$ cat config.mk
export PLATFORM = sky130hd
export DESIGN_NAME = serial_subtractor
export DESIGN_NICKNAME = d
export VERILOG_FILES = /design/src/rtl/serial_subtractor_pkg.sv /design/src/rtl/serial_subtractor_fa.sv /design/src/rtl/serial_subtractor.sv
export SDC_FILE = /design/constraint.sdc
export NUM_CORES = 1
export LEC_CHECK = 0
export ABC_AREA = 0
export BUFFER_PORTS_ARGS = -buffer_cell sky130_fd_sc_hd__buf_2
export CORE_UTILIZATION = 48
export CTS_CLUSTER_DIAMETER = 60
export DETAILED_ROUTE_END_ITERATION = 8
export PLACE_DENSITY = 0.75
export REMOVE_ABC_BUFFERS = 1
export SETUP_SLACK_MARGIN = 0.2
export SYNTH_ARGS = -nofsm -noshare
export SYNTH_HDL_FRONTEND = slang
export SYNTH_SLANG_ARGS = --single-unit
$ cat constraint.sdc
create_clock -name clk -period 1.2 [get_ports clk]
set_clock_uncertainty 0.05 [all_clocks]
set_input_delay 0 -clock clk [delete_from_list [all_inputs] [get_ports clk]]
set_output_delay 0 -clock clk [all_outputs]
set_load 0.005 [all_outputs]
$ cat src/rtl/serial_subtractor_pkg.sv
// Shared definitions for the bit-serial arithmetic blocks: FSM state encodings
// reused by the serial subtractor and future serial adder/multiplier units.
package serial_subtractor_pkg;

  typedef enum logic [1:0] {
    S_IDLE  = 2'd0,
    S_SHIFT = 2'd1,
    S_DONE  = 2'd2
  } state_t;

  // Counter width able to hold 0..width inclusive.
  function automatic int cnt_width(input int width);
    return (width < 1) ? 1 : $clog2(width + 1);
  endfunction

endpackage

$ cat src/rtl/serial_subtractor_fa.sv
// Single-bit full adder slice built from gate-level equations; the one
// arithmetic element the serial subtractor iterates over.
module fa_structural (
  input  logic a,
  input  logic b,
  input  logic cin,
  output logic sum,
  output logic cout
);

  logic a_xor_b;

  assign a_xor_b = a ^ b;
  assign sum     = a_xor_b ^ cin;
  assign cout    = (a & b) | (cin & a_xor_b);

endmodule

$ cat src/rtl/serial_subtractor.sv
// Bit-serial two's-complement subtractor: diff = a + ~b + 1, LSB first,
// one bit per clock through a single full-adder slice with a registered carry.
module serial_subtractor
  import serial_subtractor_pkg::*;
#(
  parameter int WIDTH = 8
) (
  input  logic             clk,
  input  logic             rst_n,
  input  logic             start,
  input  logic [WIDTH-1:0] a,
  input  logic [WIDTH-1:0] b,
  output logic             busy,
  output logic             done,
  output logic [WIDTH-1:0] diff,
  output logic             borrow
);

  localparam int CW = cnt_width(WIDTH);
  localparam logic [CW-1:0] LAST = CW'(WIDTH - 1);

  state_t           state, state_next;
  logic [WIDTH-1:0] a_sr, b_sr;
  logic [WIDTH-1:0] diff_next;
  logic [CW-1:0]    cnt;
  logic             carry;
  logic             b_inv, sum, cout;
  logic             last_bit;

  // Subtraction is addition of the inverted subtrahend; the +1 comes from
  // carry being preset to 1 when an operation is accepted.
  assign b_inv = ~b_sr[0];

  fa_structural u_fa (
    .a    (a_sr[0]),
    .b    (b_inv),
    .cin  (carry),
    .sum  (sum),
    .cout (cout)
  );

  assign last_bit = (cnt == LAST);

  generate
    if (WIDTH == 1) begin : g_diff_w1
      assign diff_next = sum;
    end else begin : g_diff_wn
      assign diff_next = {sum, diff[WIDTH-1:1]};
    end
  endgenerate

  // NOTE: sequential state uses non-blocking assignments so every flop
  // samples pre-edge values regardless of statement order.
  always_ff @(posedge clk or negedge rst_n) begin
    if (!rst_n) begin
      state <= S_IDLE;
    end else begin
      state <= state_next;
    end
  end

  // NOTE: next_state gets a default before the case so no path leaves it
  // unassigned, which would otherwise infer a latch.
  always_comb begin
    state_next = state;
    case (state)
      S_IDLE:  if (start) state_next = S_SHIFT;
      S_SHIFT: if (last_bit) state_next = S_DONE;
      S_DONE:  state_next = S_IDLE;
      default: state_next = S_IDLE;
    endcase
  end

  always_ff @(posedge clk or negedge rst_n) begin
    if (!rst_n) begin
      a_sr   <= '0;
      b_sr   <= '0;
      carry  <= 1'b0;
      cnt    <= '0;
      diff   <= '0;
      borrow <= 1'b0;
    end else begin
      case (state)
        S_IDLE: begin
          if (start) begin
            a_sr  <= a;
            b_sr  <= b;
            carry <= 1'b1;
            cnt   <= '0;
          end
        end
        S_SHIFT: begin
          diff  <= diff_next;
          carry <= cout;
          a_sr  <= a_sr >> 1;
          b_sr  <= b_sr >> 1;
          cnt   <= cnt + CW'(1);
          // No carry out of the top bit means the subtrahend was larger.
          if (last_bit) borrow <= ~cout;
        end
        default: ;
      endcase
    end
  end

  assign busy = (state == S_SHIFT);
  assign done = (state == S_DONE);

endmodule

* Word-level counts from Yosys, hierarchy flattened
Index checks and enable logic that the tools add are counted.
Cells by class: equality and inequality tests 5, bitwise logic cells 7, multiplexer cells 11, reductions and logical operators 5, $add $sub $neg 1
Operator list (number):
- $pmux 8 s2 | 2
- $mux 8 | 2
- $pmux 4 s2 | 1
- $reduce_and 2->1 | 3
- $add 4x1->4 const B | 1
- $eq 4x3->1 const B | 1
- $mux 2 | 2
- $mux 4 | 1
- $pmux 2 s2 | 1
- $and 1x1->1 | 2
- $eq 2x1->1 const B | 1
- $eq 2x2->1 const B | 1
- $logic_not 2->1 | 1
- $ne 2x1->1 const B | 1
- $ne 2x2->1 const B | 1
- $not 1->1 | 2
- $pmux 1 s2 | 1
- $reduce_bool 2->1 | 1
- $xor 1x1->1 | 2
- $mux 1 | 1
- $or 1x1->1 | 1
Word-level totals: output and inout port bits 11, logic and storage cells 36, bits of input ports 19, bits in registers 32

* Logic depth before layout (Yosys ltp)
depth after elaboration 5, mapped depth 6, depth with buffers taken out 4

* Hierarchy
From an unflattened synthesis, not the netlist that was laid out.
Unflattened totals: cell total of the unflattened synthesis 156, area total of the unflattened synthesis 1508.9 um^2
Modules (own cells, without submodules):
- serial_subtractor | cells each 155, area each 1488.9 um^2, sequential area each 800.8 um^2, instances 1
- fa_structural | cells each 1, area each 20.0 um^2, sequential area each 0.0 um^2, instances 1

* Worst setup path after synthesis
No wires, ideal clock.
path kind register -> register, from register cnt[0], to register cnt[2], data arrival time 1.070 ns, slack -0.041 ns, stages on the path, launching flop included 4, setup time 0.121 ns, clock period less this slack 1.241 ns, buffers on the path 0, data required time 1.029 ns, cell sequence dfrtp_1 -> ha_1 -> mux2_4 -> a22o_1
Between the ends: cells in the longest elaborated chain, start to end 2
Ends and longest elaborated chain:
- start: declaration | line serial_subtractor.sv:25 | logic [CW-1:0] cnt;
- start signal: assignment | line serial_subtractor.sv:97 | cnt <= cnt + CW'(1);
- $add 4x1->4 | line serial_subtractor.sv:97
- $pmux 4 s2 | line serial_subtractor.sv:83 | case (state)
Every way passes these cells. A chain may end at the register's enable or synchronous reset.

* Worst setup path after layout
from register state[0], to register b_sr[5]
Between the ends: cells in the longest elaborated chain, start to end 3, elaborated cells between the ends (all ways) 6, classes of those cells 2 x eq/ne; 1 x mux; 3 x reduce/logical
Ends and longest elaborated chain:
- start: declaration | line serial_subtractor.sv:22 | state_t state, state_next;
- start signal: assignment | line serial_subtractor.sv:58 | state <= state_next;
- $eq 2x1->1 / $logic_not 2->1 (equally long branches) | line serial_subtractor.sv:83
- $reduce_bool 2->1 (no source line) / $ne 2x2->1 (equally long branches)
- $reduce_and 2->1 (no source line)
- end signal: assignment | line serial_subtractor.sv:96 | b_sr <= b_sr >> 1;
- end: declaration | line serial_subtractor.sv:23 | logic [WIDTH-1:0] a_sr, b_sr;
Several ways; a longest one is shown, not always the timed one.

==> results.md <==
- Status: complete, but fails checks
- Failing checks: setup timing
- Fin nets: 230
- # diodes: 0
- WS Path Type: reg2reg
- Top-level port count: 30
- R2R depth: 6
- CTS max path bufs: 2
- TritonCTS clock tree: yes
- Crit path DAT: 1.50 ns
- CTS Root Cell: clkbuf_4
- PwrDens: 2120 mW/mm^2
- Area after DPL: 0.00175 sq mm
- Hold Startpoint: b[1]
- Sw Share: 36.8%
- Worst reg2reg endpoint: b_sr[5]$_DFFE_PN0P_
- EDFF count, synth: 0
- Fin crit period: 1.28 ns
- Hold slack final: 0.00952 ns
- Mapped Area: 0.00152 sq mm
- Synth cell count leaders: nand2_1, dfrtp_1, a22oi_1, o21ai_2
- Cells after synthesis: 143
- Grt total ovfl: 0
- GRT Resource Usage Total: 22.4%
- Worst Slack Setup Final: -0.0834 ns
- Crit-path max FO: 8
- Row count: 20
- Hpwl dp: 2.06 mm
- Via Count: 1301
- Slew headroom: 73.6%
- Die area: 0.00340 sq mm
- First-pass GRT wire length: 5.62 mm
- Synth Flop Type: dfrtp_1
- CP required: 1.42 ns
- Dominant cells by area after synthesis: dfrtp_1, nand2_1, a22oi_1
- H-tree levels: 2
- Most frequent cell after synthesis: nand2_1
- WHS Path Cells: 4
- Initial Util: 50.3%
- Max frequency: 0.779 GHz
- Antenna violations before repair: 0
- Seq/Total Area, Yosys: 52.5%
- Die height: 58.3 microns
- Setup TNS: -1.36 ns
- Pin count of the biggest net entering global routing: 33
- Max-cap violations: 0
- Clk pin slew, worst setup/hold paths: 0.10 ns
- Switching pwr: 1.78 mW
- Worst Setup Start Kind: flip-flop
- Total power draw: 4.83 mW
- Asr flop ratio synth: 100%
- Avg Inst Size Synth: 10.7 sq um
- Drt first pass iters: 4
- Port Buffers: 29
- Yosys reg bits: 32
- Logic pwr share: 48.7%
- Filler cells: 196
- Via density: 5.12
- Share of layout cells above drive strength 1: 55.2%
- Endpoints failing setup: 23
- RSZ-0062 raised after global routing: yes
- Num CTS Buffers: 5
- Leakage: 1.07 nW
- GPL Wtd Cong: 0.715
- Met3 global-route usage: 6.81%
- DRT Wirelength: 3.51 mm
- Crit share post-route: 107%
- DRC: 0
- Gr busiest metal: met2
- Worst slack at placement: -0.0402 ns
- Worst flop-to-flop path startpoint: state[0]$_DFFE_PN0P_
- Vias in the first global route: 1292
- Crit path capture type: flip-flop
- Slew @ Worst Pin: 0.396 ns
- Synth Warn #: 0
- Clock Power Share: 13.2%
- Initial detailed-routing violation count: 29
- CTS sink count: 32
- GR Util met1: 26.0%
- Fin. max-slew vios: 0
- Final Hold Fails: 0
- Cell Int Power: 3.06 mW
- Synth area leader: dfrtp_1
- Hold Path Class: in2reg
- Yosys cell types: 31
- Endpoint, Worst Hold: b_sr[1]$_DFFE_PN0P_
- Post-route cell area: 0.00228 sq mm
- Reg2Reg Setup Slack: -0.08 ns
- VDD IR max: 1280 uV
- Reg power frac: 38.1%
- Area Growth Syn to Fin: 49.8%
- Top-area cell type share of the netlist area: 52.5%
- DIE WIDTH: 58.3 microns
- Core box area: 0.00303 sq mm
- Antenna-violating nets left: 0
- WL per Instance: 13.8 microns
- Met2 Use GR: 39.9%
- Worst-Skew Late Latency: 0.33 ns
-- layout make-up --
cell class              instances  area, sq um  share of cell area (%)
clock buffers                   6         51.3                    2.25
clock inverters                 2         10.0                   0.439
inverters                       4         17.5                   0.768
multi-input cells              97          754                    33.1
flip-flops and latches         32          801                    35.1
well taps                      44         55.1                    2.41
repair buffers                 69          593                    26.0
-- logic make-up (layout without fill, tap and decap cells) --
group,Yosys count,in the layout,synth area share (%)
multiplexers,2,2,1.64
flip-flops,32,32,52.5
AO/OA/AOI/OAI,39,39,19.8
AND/OR/NAND/NOR,54,54,16.8
buffers and inverters,14,81,7.06
adder cells (fa/ha/maj),2,2,2.13
-- per-stage QoR --
step	util [%]	instances
6_report	75.4	254
5_1_grt	75.4	254
4_1_cts	72.3	252
3_5_place_dp	57.8	220
3_3_place_gp	57.8	220
2_1_floorplan	-	133
-- layer usage --
metal / up-vias / share of wire [%]
li1: 625 / -
met1: 627 / 41
met2: 40 / 53
met3: 9 / 4.4
met4: 0 / 1.7
met5: - / 0
-- flip-flops by register name, summed over array words and instances (netlist names) --
name	flops
state	2
b_sr	8
borrow	1
diff	8
a_sr	8
cnt	4
carry	1
-- cell usage in the layout, fill, tap and decap left out, types with 3 or more instances in the layout --
| master | instances |
|---|---|
| dfrtp_1 | 32 |
| buf_2 | 28 |
| nand2_1 | 22 |
| nand2_2 | 17 |
| dlygate4sd3_1 | 15 |
| o21ai_2 | 11 |
| buf_4 | 11 |
| buf_6 | 10 |
| a22oi_2 | 9 |
| clkbuf_4 | 5 |
| nor2_2 | 3 |
| a22oi_1 | 3 |
| o21ai_1 | 3 |
-- worst max-delay path by stage --
stage,endpoint,slack (ns),startpoint,depth (start not counted)
2_1_floorplan,cnt[3]$_DFFE_PN0P_,-0.40,state[1]$_DFFE_PN0P_,4
3_3_place_gp,cnt[2]$_DFFE_PN0P_,-0.004,cnt[0]$_DFFE_PN0P_,3
3_5_place_dp,cnt[2]$_DFFE_PN0P_,-0.04,cnt[0]$_DFFE_PN0P_,3
4_1_cts,done,-0.07,state[0]$_DFFE_PN0P_,4
5_1_grt,a_sr[6]$_DFFE_PN0P_,-0.13,state[0]$_DFFE_PN0P_,6
6_report,b_sr[5]$_DFFE_PN0P_,-0.08,state[0]$_DFFE_PN0P_,6
-- what timing repair did --
action,4_1_cts,5_1_grt
setup buffers,8,1
pin swaps,20,8
gates resized for setup,40,19
endpoints found under the setup margin,34,34
endpoints found under the hold margin,46,0
cloned,1,1
hold buffers,15,0
-- worst max-delay path, stage by stage, from the launching register on --
cell and delay, ns:
dfrtp_1 0.42, buf_12 0.15, buf_12 0.13, o21bai_4 0.17, buf_6 0.17, nand2_1 0.08
o21ai_2 0.05
-- power by group through the flow --
stage                     Clock (mW)  Sequential, mW  Combinational (mW)
after global routing           0.694            1.90                2.58
after floorplan                    0            1.84               0.878
after global placement             0            1.75                1.56
after CTS                      0.651            1.82                2.15
after detailed placement           0            1.80                1.62
final                          0.639            1.84                2.35
No activity file was read; power rests on OpenSTA's default activity.
